==> config.mk <==
export PLATFORM = sky130hd
export DESIGN_NAME = digit_scan_ctrl
export DESIGN_NICKNAME = d
export VERILOG_FILES = /design/src/rtl/digit_scan_ctrl.sv
export SDC_FILE = /design/constraint.sdc
export NUM_CORES = 1
export LEC_CHECK = 0
export CORE_UTILIZATION = 40
export CTS_CLUSTER_DIAMETER = 100
export DETAILED_ROUTE_END_ITERATION = 16
export PLACE_DENSITY = 0.76
export SLEW_MARGIN = 20
export SYNTH_ARGS = -nofsm -noshare
export SYNTH_HDL_FRONTEND = slang
export SYNTH_SLANG_ARGS = --single-unit
==> constraint.sdc <==
create_clock -name clk -period 2.1 [get_ports clk]
set_input_delay 0.42 -clock clk [delete_from_list [all_inputs] [get_ports clk]]
set_output_delay 0.42 -clock clk [all_outputs]
set_load 0.005 [all_outputs]
==> src/rtl/digit_scan_ctrl.sv <==
// digit_scan_ctrl: time-multiplexed 8-digit scan with blanking, capture and active-low enables.
// Define DIGIT_SCAN_LZB_EN to enable leading-zero blanking.
module digit_scan_ctrl #(
    parameter int PRESCALE   = 50000,
    parameter int BLANK      = 16,
    parameter int NUM_DIGITS = 8
) (
    input  logic       clk,
    input  logic       rst_n,
    input  logic       enable,
    output logic       mux_s2,
    output logic       mux_s1,
    output logic       mux_s0,
    input  logic [3:0] mux_f,
    output logic [7:0] an_n,
    output logic [3:0] digit_val,
    output logic       digit_valid,
    output logic       frame_start
);
    localparam int CW = $clog2(PRESCALE);
    localparam logic [CW-1:0] CNT_LAST = CW'(PRESCALE - 1);
    localparam logic [CW-1:0] BLANK_LAST = CW'(BLANK - 1);
    localparam logic [2:0] IDX_TOP = 3'(NUM_DIGITS - 1);

    typedef enum logic [1:0] {S_IDLE, S_BLANK, S_SHOW} state_t;

    state_t        state, state_d;
    logic [CW-1:0] cnt, cnt_d;
    logic [2:0]    idx, idx_d, sel;
    logic [3:0]    val_d;
    logic          fs_d, nz, nz_d, dark, dark_d, lit;

    always_ff @(posedge clk) begin
        if (!rst_n) begin
            state       <= S_IDLE;
            cnt         <= '0;
            idx         <= IDX_TOP;
            digit_val   <= 4'd0;
            frame_start <= 1'b0;
            nz          <= 1'b0;
            dark        <= 1'b0;
        end else begin
            state       <= state_d;
            cnt         <= cnt_d;
            idx         <= idx_d;
            digit_val   <= val_d;
            frame_start <= fs_d;
            nz          <= nz_d;
            dark        <= dark_d;
        end
    end

    always_comb begin
        state_d = state;
        cnt_d   = cnt + 1'b1;
        idx_d   = idx;
        val_d   = digit_val;
        fs_d    = 1'b0;
        nz_d    = nz;
        dark_d  = dark;
        if (!enable) begin
            state_d = S_IDLE;
            cnt_d   = '0;
            idx_d   = IDX_TOP;
            val_d   = 4'd0;
            nz_d    = 1'b0;
            dark_d  = 1'b0;
        end else begin
            case (state)
                S_IDLE: begin
                    state_d = S_BLANK;
                    cnt_d   = '0;
                    fs_d    = 1'b1;
                    nz_d    = 1'b0;
                end
                S_BLANK: if (cnt == BLANK_LAST) begin
                    state_d = S_SHOW;
                    val_d   = mux_f;
                    nz_d    = nz | (mux_f != 4'd0);
`ifdef DIGIT_SCAN_LZB_EN
                    dark_d  = (mux_f == 4'd0) && !nz && (idx != 3'd0);
`endif
                end
                S_SHOW: if (cnt == CNT_LAST) begin
                    state_d = S_BLANK;
                    cnt_d   = '0;
                    idx_d   = (idx == 3'd0) ? IDX_TOP : idx - 3'd1;
                    // Wrapping past digit 0 starts a new frame.
                    fs_d    = (idx == 3'd0);
                    nz_d    = (idx == 3'd0) ? 1'b0 : nz;
                end
                default: state_d = S_IDLE;
            endcase
        end
    end

    assign lit         = (state == S_SHOW) && !dark;
    assign digit_valid = lit;
    assign an_n        = lit ? ~(8'b1 << idx) : 8'hFF;
    assign sel         = (state == S_IDLE) ? 3'd0 : idx;
    assign mux_s2      = ~sel[2];
    assign mux_s1      = sel[1];
    assign mux_s0      = sel[0];
endmodule
Word level (Yosys, flattened, before mapping)

Index checks and enable logic that the tools add are counted.

Add/subtract/negate cells: 2
Equal/unequal tests: 6
Shift operators: 1
Multiplexer cells: 10
Bitwise gates (word level): 2
Reduce and logical (&&, ||, !) cells: 6

Operators by type and width:

| operator                | number |
|---|---|
| $pmux W16 S2            | 1 |
| $add A16 B1 Y16 const B | 1 |
| $eq A16 B16 Y1 const B  | 1 |
| $eq A16 B4 Y1 const B   | 1 |
| $mux W16                | 1 |
| $mux W8                 | 1 |
| $not A8 Y8              | 1 |
| $reduce_and A2 Y1       | 4 |
| $shl A1 B3 Y8 const A   | 1 |
| $mux W3                 | 2 |
| $pmux W2 S3             | 1 |
| $mux W2                 | 2 |
| $ne A2 B2 Y1 const B    | 2 |
| $logic_not A3 Y1        | 1 |
| $sub A3 B1 Y3 const B   | 1 |
| $eq A2 B1 Y1 const B    | 1 |
| $eq A2 B2 Y1 const B    | 1 |
| $logic_not A2 Y1        | 1 |
| $pmux W1 S2             | 1 |
| $mux W1                 | 1 |
| $not A1 Y1              | 1 |

Register bits: 26
Output and inout port bits: 17
Word-level logic and storage cells: 32

Depth between registers and ports, before layout

Gate-level depths: netlist of the first run.

Depth after elaboration: 3
Mapped depth: 7

Least setup slack after synthesis of the first run

Ideal clock, no wire load.

Kind: reg2reg
Start point: register cnt[0]
End point: register state[0]
Arrival time: 1.626 ns
Data required time: 1.985 ns
Setup slack: 0.358 ns
Cell stages (with the launch flop): 7
Path buffers: 1
Period minus slack after synthesis: 1.742 ns
Cell sequence: dfxtp_1 > ha_1 > and3_1 > clkbuf_1 > nand3_1 > or4_1 > and3_1

Word-level cells in the longest chain between the ends: 3
Elaborated cells between the ends (all ways): 5

RTL lines:

| what                                                   | line   | RTL |
|---|---|---|
| start, declared                                        | 28     | `logic [CW-1:0] cnt, cnt_d;` |
| start signal, assigned                                 | 44     | `cnt <= cnt_d;` |
| $eq A16 B16 Y1 / $eq A16 B4 Y1 (equally long branches) | 84, 76 |  |
| $ne A2 B2 Y1 (no source line)                          | -      |  |
| $reduce_and A2 Y1 (no source line) *                   | -      |  |
| end signal, assigned                                   | 43     | `state <= state_d;` |
| end, declared                                          | 27     | `state_t state, state_d;` |

Every way passes the cells marked *; elsewhere a longest branch is shown, timed or not.
A chain may end at the register's enable or synchronous reset.

Worst setup path in the final report of the first run

Start point: register state[1]
End point: output mux_s1

Word-level cells in the longest chain between the ends: 2

RTL lines:

| what             | line | RTL |
|---|---|---|
| $logic_not A2 Y1 | 100  | `assign sel = (state == S_IDLE) ? 3'd0 : idx;` |
| $mux W3          | 100  |  |
| end, declared    | 12   | `output logic mux_s1,` |

No other way between the ends.

==> flow_summary.json, run 1 <==
{
  "core_um2": 3080,
  "synth-seq-cells": 26,
  "die_h_um": 59.1,
  "ys.flop_type": "dfxtp_1",
  "p_per_area_nw_per_um2": 474,
  "fmax_mhz": 486,
  "place.gp.congestion": 0.758,
  "drcViolationCount": 0,
  "syn_nets": 169,
  "power.share.combinational": 0.052,
  "synth_edf_count": 0,
  "timing.final.crit_period_ns": 2.06,
  "design_area_um2": 1680,
  "portBuffers": 23,
  "pre_cts_slack_ns": 0.215,
  "maxCapViolCount": 0,
  "sw_frac_of_total": 0.211,
  "wl_per_cell_um": 12.8,
  "slew_headroom": 0.579,
  "cp_max_fo": 7,
  "ys_types": 33,
  "synth_top_cell_area_share": 0.398,
  "pwr-share-clk": 0.320,
  "fin_skew_ns": 0.00731,
  "htree_levels": 1,
  "grt_pass1_wl_mm": 4.94,
  "cts-root-buf": "clkbuf_4",
  "tightest_slew_ns": 0.627,
  "die_w_um": 59.1,
  "syn_area_um2": 1310,
  "n_fill_cell": 274,
  "io_pins": 24,
  "leakagePower_nw": 0.540,
  "worstSetupStartpointType": "register",
  "final_common_cell": "dfxtp_1",
  "fin_hold_ws_ns": 0.470,
  "drive_gt1_frac": 0.132,
  "yosysWarnings": 0,
  "diodes": 0,
  "async_flop_share": 0,
  "hold_path_class": "register to register",
  "wirelength_mm": 2.89,
  "clkTransAtPathRegs_ns": 0.14,
  "ant_nets": 0,
  "timing.final.ws_setup_ns": 0.0428,
  "crit_type": "register to output pin",
  "peakVddDrop_v": 0.000411,
  "area_growth_pct": 28.3,
  "cts_hold_buffers": 0,
  "setup_viol": 0,
  "avgSynthCellArea_um2": 8.37,
  "first_pass_iters": 4,
  "start_util": 0.424,
  "slew_viol_final": 0,
  "p_sw_w": 0.000167,
  "clock_sinks": 26,
  "grt.overflow.total": 0,
  "numCtsBuffers": 3,
  "yosysSeqAreaShare": 0.398,
  "fin_nets": 196,
  "pwr-share-seq": 0.628,
  "required_ns": 1.68,
  "synth_area_leader_cell": "dfxtp_1",
  "cts_tree": "done",
  "num_rows": 20,
  "dp.final_hpwl_mm": 2.08,
  "drt_iter0_markers": 54,
  "vias_per_cell": 5.40,
  "cp-end-kind": "output pin",
  "internal-power_w": 0.000627,
  "grt_usage": 0.183,
  "fin_setup_tns_ns": 0,
  "hold_violations": 0,
  "antenna_found_initial": 0,
  "vias": 1220,
  "final_cell_mix": "dfxtp_1 (23), nor2_1 (22), clkdlybuf4s50_1 (20)",
  "grt_pass1_vias": 1163,
  "cts_buffer_depth": 2,
  "synth.area.top_cells": "dfxtp_1 (40%), xnor2_1 (8.0%), nor2_1 (6.6%)",
  "syn_inst": 156,
  "grt_max_degree": 17,
  "status": "completed",
  "arrival_ns": 1.64,
  "period_share": 0.980,
  "clk_latency_ns": 0.32,
  "final_util": 0.544,
  "die_area_um2": 3500,
  "placed_cell_area_um2": 1580
}
[kinds of logic after synthesis]
kind of cell | Yosys count | synth area share
flops | 26 | 0.398
fa+ha+maj | 6 | 0.0575
buf+inv | 10 | 0.0326
xor+xnor | 14 | 0.0939
compound gates | 19 | 0.0862
simple gates | 81 | 0.331
[cell type report]
| cell class | instances | area (µm²) | area share |
|---|---|---|---|
| Timing Repair Buffer | 27 | 268 | 0.160 |
| Inverter | 5 | 18.8 | 0.0112 |
| Clock buffer | 4 | 36.3 | 0.0217 |
| Sequential cell | 26 | 524 | 0.313 |
| Multi-Input combinational cell | 120 | 773 | 0.462 |
| Tap cell | 44 | 55.1 | 0.0329 |
[synth_stat cells (2+ instances only)]
library cell and number:
a21oi_1 5, nor4_1 4, nor2_1 23, inv_1 5
dfxtp_1 26, ha_1 6, and3_1 5, xor2_1 2
o21ai_1 6, o21ai_0 2, nand3_1 15, nor4_2 2
nor2b_1 2, nor3_1 7, nand2_1 10, a31oi_1 2
nand4_1 4, a211oi_1 2, xnor2_1 12, clkbuf_1 3
[critical path, stage by stage, from the launching register on]
cell and delay, ns:
dfxtp_1 0.41, buf_4 0.18, nor2_1 0.07, nor2_1 0.14, clkdlybuf4s50_1 0.52
[routing by layer]
layer,track usage,part of all wire,vias to the layer above
li1,-,-,602
met1,0.224,0.45,578
met2,0.318,0.49,34
met3,0.0459,0.047,6
met4,0.0510,0.012,0
met5,0,0,-
[path summary, 6_finish.rpt]
path | from | to | slack (ns) | depth (start not counted)
setup / recovery | state[1] | mux_s1 | 0.04 | 4
hold / removal | cnt[0] | cnt[0] | 0.47 | 1
setup reg to reg | cnt[0] | state[0] | 0.27 | 5
hold reg to reg | cnt[0] | cnt[0] | 0.47 | 1
[registers in the layout (all words and copies together), names as in the netlist]
name and flops:
state 2, idx 3, digit_val 4, cnt 16, frame_start 1
[through the flow]
stage          total power, W  instances
2_1_floorplan        0.000525        156
3_3_place_gp         0.000548        220
3_5_place_dp         0.000549        220
4_1_cts              0.000803        226
5_1_grt              0.000825        226
6_report             0.000794        226
[power by group through the flow]
stage,sequential [W],clock (W),combinational [W]
4_1_cts,0.000499,0.000264,0.0000406
5_1_grt,0.000499,0.000282,0.0000441
3_3_place_gp,0.000509,0,0.0000393
2_1_floorplan,0.000509,0,0.0000164
3_5_place_dp,0.000509,0,0.0000402
6_report,0.000499,0.000254,0.0000412
[what timing repair did]
action,CTS,global route
setup endpoints to repair,5,9
gates cloned,0,0
resized for setup,7,8
buffers inserted,2,0
pin swaps,0,0
No activity file was read; power rests on OpenSTA's default activity.
==> run 2, diff against run 1 <==
- CAP_MARGIN: unset -> 10
- SETUP_SLACK_MARGIN: unset -> 0.4
==> flow_summary.json, run 2 (synthesis gave the netlist of run 1 again) <==
{
  "p_per_area_nw_per_um2": 474,
  "start_util": 0.424,
  "grt_max_degree": 17,
  "first_pass_iters": 4,
  "fin_setup_tns_ns": 0,
  "cts_hold_buffers": 0,
  "total_power_w": 0.000889,
  "numCtsBuffers": 3,
  "internal-power_w": 0.000712,
  "peakVddDrop_v": 0.000297,
  "wl_per_cell_um": 14.5,
  "cp_cell_sequence": "or4b_4 > or4_4 > o21ai_1 > a21oi_1",
  "vias_per_cell": 5.46,
  "clock_sinks": 26,
  "diodes": 0,
  "num_rows": 20,
  "core_um2": 3080,
  "die_area_um2": 3500,
  "antenna_found_initial": 0,
  "sw_frac_of_total": 0.199,
  "max_stage_delay_ns": 0.55,
  "cp-end-kind": "register",
  "grt_pass1_vias": 1118,
  "worstSetupStartpointType": "register",
  "dp.final_hpwl_mm": 2.06,
  "arrival_ns": 1.96,
  "grt_usage": 0.192,
  "p_sw_w": 0.000176,
  "portBuffers": 23,
  "seq_area_um2": 542,
  "cts_tree": "done",
  "hold_violations": 0,
  "io_pins": 24,
  "placed_cell_area_um2": 1580,
  "required_ns": 2.32,
  "power.share.combinational": 0.052,
  "design_area_um2": 1880,
  "ant_nets": 0,
  "slew_headroom": 0.730,
  "cts_buffer_depth": 2,
  "tightest_slew_ns": 0.403,
  "timing.final.crit_period_ns": 1.74,
  "maxCapViolCount": 0,
  "cp_max_fo": 5,
  "drive_gt1_frac": 0.372,
  "rsz0062_at_grt": "yes",
  "fin_skew_ns": 0.00359,
  "die_w_um": 59.1,
  "grt.overflow.total": 0,
  "n_fill_cell": 255,
  "drcViolationCount": 0,
  "status": "completed",
  "pwr-share-seq": 0.558,
  "slew_viol_final": 0,
  "cts-root-buf": "clkbuf_4",
  "fmax_mhz": 574,
  "area_growth_pct": 43.6,
  "hold_path_class": "register to register",
  "clkTransAtPathRegs_ns": 0.14,
  "htree_levels": 1,
  "multiInputGateArea_um2": 873,
  "die_h_um": 59.1,
  "final_util": 0.609,
  "largest_registers": "cnt: 16 flops, digit_val: 4 flops, idx: 3 flops",
  "clk_latency_ns": 0.32,
  "final_cell_mix": "nor2_1 (21), dfxtp_1 (15), buf_4 (15)",
  "leakagePower_nw": 0.627,
  "wirelength_mm": 3.49,
  "vias": 1310,
  "place.gp.congestion": 0.758,
  "fin_nets": 210,
  "final_common_cell": "nor2_1",
  "grt_pass1_wl_mm": 5.11,
  "drt_iter0_markers": 89,
  "regMostFlops": "cnt",
  "period_share": 0.830,
  "setup_viol": 0,
  "largest_register_ffs": 16,
  "pwr-share-clk": 0.390,
  "critical-path-slowest-cell": "or4b_4",
  "crit_type": "register to register"
}
[run 2: stage by stage]
step	setup slack (ns)	hold WS (ns)	std cells
2_1_floorplan	0.447	0.417	156
3_3_place_gp	0.286	0.427	219
3_5_place_dp	0.239	0.452	219
4_1_cts	0.248	0.433	231
5_1_grt	0.334	0.449	240
6_report	0.358	0.429	240
[run 2: final cells by class]
class	instances	share of cell area
Clock buffer	3	0.0120
Clock inverter	1	0.0160
Inverter	5	0.0153
Multi-Input combinational cell	120	0.466
Sequential cell	26	0.289
Tap cell	44	0.0294
Timing Repair Buffer	41	0.173
[run 2: per-layer routing]
| layer | GRT usage | part of all wire | routed length (µm) |
|---|---|---|---|
| met2 | 0.344 | 0.54 | 1900 |
| met3 | 0.0328 | 0.036 | 127 |
| met4 | 0.0544 | 0.0086 | 30 |
| met1 | 0.235 | 0.41 | 1430 |
| met5 | 0 | 0 | 0 |
[run 2: path summary, 6_finish.rpt]
check	slack, ns	from	cells after the start	end
worst min register to register	0.43	cnt[0]	1	cnt[0]
worst min-delay path	0.43	cnt[0]	1	cnt[0]
worst max-delay path	0.36	cnt[8]	4	digit_val[3]
worst max register to register	0.36	cnt[8]	4	digit_val[3]
[run 2: worst max-delay path: cells and delay by family, from the launching register on]
kind | cells | cell delay (ns)
compound gates | 2 | 0.23
simple gates | 2 | 1.03
flops | 1 | 0.39
[run 2: timing repair]
item / in CTS / in global routing
endpoints found under the setup margin: 21 / 36
pin swaps: 3 / 6
buffers inserted: 8 / 9
gates resized for setup: 54 / 37
[run 2: power groups by stage]
stage	clock network (W)	registers, W	logic, W
after floorplan	0	0.000509	0.0000164
after global placement	0	0.000509	0.0000394
after detailed placement	0	0.000509	0.0000406
after CTS	0.000354	0.000497	0.0000396
after global routing	0.000377	0.000496	0.0000498
final	0.000347	0.000495	0.0000466
==> run 3, diff against run 2 <==
- clock period: 2.1 -> 1.65 ns (I/O delays scaled with it)
==> flow_summary.json, run 3 (synthesis gave the netlist of run 1 again) <==
{
  "setup_viol": 5,
  "area_growth_pct": 72.7,
  "wl_per_cell_um": 15.9,
  "cts_hold_buffers": 0,
  "final_cell_mix": "buf_4 (26), dfxtp_2 (14), nor2_4 (12), xnor2_1 (12)",
  "grt_pass1_wl_mm": 6.16,
  "diodes": 0,
  "vias": 1420,
  "pwr-share-clk": 0.387,
  "highest_layer": "met4",
  "hold_violations": 0,
  "failed_checks": "setup timing",
  "regToRegStartpoint": "state[0]",
  "wl_met3_um": 200,
  "internal-power_w": 0.000921,
  "htree_levels": 1,
  "cts_buffer_depth": 2,
  "wl_met2_mm": 2.12,
  "drive_gt1_frac": 0.593,
  "dpl.cell_count": 236,
  "timing.rr.end": "digit_val[3]",
  "place.gp.congestion": 0.804,
  "critical-path-slowest-cell": "or4b_4",
  "arrival_ns": 2.02,
  "p_per_area_nw_per_um2": 516,
  "rsz0062_at_grt": "yes",
  "cp_cell_sequence": "buf_6 > or4b_4 > or4_4 > o21ai_1 > a21oi_1",
  "ant_nets": 0,
  "max_stage_delay_ns": 0.49,
  "fin_hold_ws_ns": 0.474,
  "crit_type": "register to register",
  "p_sw_w": 0.000243,
  "clk_latency_ns": 0.35,
  "cp-end-kind": "register",
  "sw_frac_of_total": 0.209,
  "antenna_found_initial": 0,
  "power.share.combinational": 0.071,
  "final_common_cell": "buf_4",
  "die_h_um": 59.1,
  "cts_tree": "done",
  "start_util": 0.424,
  "slew_viol_final": 0,
  "die_area_um2": 3500,
  "peakVddDrop_v": 0.000468,
  "largest_registers": "cnt: 16 flops, digit_val: 4 flops, idx: 3 flops",
  "status": "complete, but fails checks",
  "slew_headroom": 0.751,
  "grt.overflow.total": 0,
  "path_buf_inv": 1,
  "io_pins": 24,
  "endpoint": "digit_val[3]",
  "fin_skew_ns": 0.0211,
  "fin_nets": 230,
  "drt_iter0_markers": 88,
  "pwr-share-seq": 0.542,
  "met1_length_mm": 1.72,
  "regMostFlops": "cnt",
  "timing.final.ws_setup_ns": -0.131,
  "wirelength_mm": 4.14,
  "clkTransAtPathRegs_ns": 0.16,
  "hold_path_class": "register to register",
  "dp.final_hpwl_mm": 2.25,
  "largest_register_ffs": 16,
  "grt_pass1_vias": 1380,
  "timing.final.crit_period_ns": 1.78,
  "fmax_mhz": 561,
  "cp_max_fo": 4,
  "core_um2": 3080,
  "numCtsBuffers": 3,
  "r2r_cells": 5,
  "instances_no_fill": 260,
  "critical_path.top_delay_family": "simple AND/OR/NAND/NOR gates",
  "rrSetupSlack_ns": -0.13,
  "drcViolationCount": 0,
  "tightest_slew_ns": 0.371,
  "num_rows": 20,
  "grt_max_degree": 16,
  "worstSetupStartpointType": "register",
  "final_util": 0.733,
  "required_ns": 1.89,
  "clock_sinks": 26,
  "cts-root-buf": "clkbuf_4",
  "grt_usage": 0.234,
  "leakagePower_nw": 0.775,
  "vias_per_cell": 5.46,
  "portBuffers": 23,
  "critical_path_cell_count": 5,
  "maxCapViolCount": 0,
  "die_w_um": 59.1,
  "first_pass_iters": 6,
  "startpoint": "state[0]",
  "period_share": 1.08
}
## run 3: final cells by class
| cell class | count | area [µm²] |
|---|---|---|
| clock buffer | 3 | 22.5 |
| clock inverter | 1 | 30.0 |
| fill | 199 | 822 |
| inverter | 5 | 28.8 |
| multi-input combinational | 121 | 1070 |
| sequential | 26 | 546 |
| tap | 44 | 55.1 |
| timing repair buffer | 60 | 503 |
## run 3: stage by stage
step / setup TNS, ns / setup WS (ns) / area (µm²) / power (W)
after floorplan: 0 / 0.0434 / 1380 / 0.000670
after global placement: 0 / 0.0233 / 1770 / 0.000705
after detailed placement: -0.0308 / -0.0113 / 1770 / 0.000706
after CTS: -0.338 / -0.0730 / 2140 / 0.00116
after global routing: -1.92 / -0.176 / 2260 / 0.00119
final: -0.581 / -0.131 / 2260 / 0.00116
## run 3: how the worst min path moves through the flow
stage	startpoint	endpoint	slack, ns	cells past startpoint
2_1_floorplan	cnt[0]	cnt[0]	0.42	1
3_5_place_dp	cnt[0]	cnt[0]	0.44	1
6_report	cnt[0]	cnt[0]	0.47	1
5_1_grt	cnt[0]	cnt[0]	0.49	1
4_1_cts	cnt[0]	cnt[0]	0.46	1
3_3_place_gp	cnt[0]	cnt[0]	0.42	1
## run 3: layer usage
| metal | up-vias | track usage |
|---|---|---|
| met2 | 48 | 0.414 |
| met4 | 0 | 0.116 |
| li1 | 671 | - |
| met1 | 693 | 0.270 |
| met3 | 8 | 0.0415 |
| met5 | - | 0 |
## run 3: power by group through the flow
stage	combinational, W	sequential (W)	clock, W
after floorplan	0.0000227	0.000648	0
after global placement	0.0000578	0.000647	0
after detailed placement	0.0000585	0.000648	0
after CTS	0.0000736	0.000632	0.000450
after global routing	0.0000875	0.000631	0.000475
final	0.0000826	0.000631	0.000451
## run 3: what timing repair did
action	4_1_cts	5_1_grt
pin swaps	15	13
setup buffers	13	5
setup endpoints to repair	43	42
gates resized for setup	119	34
gates cloned	2	0
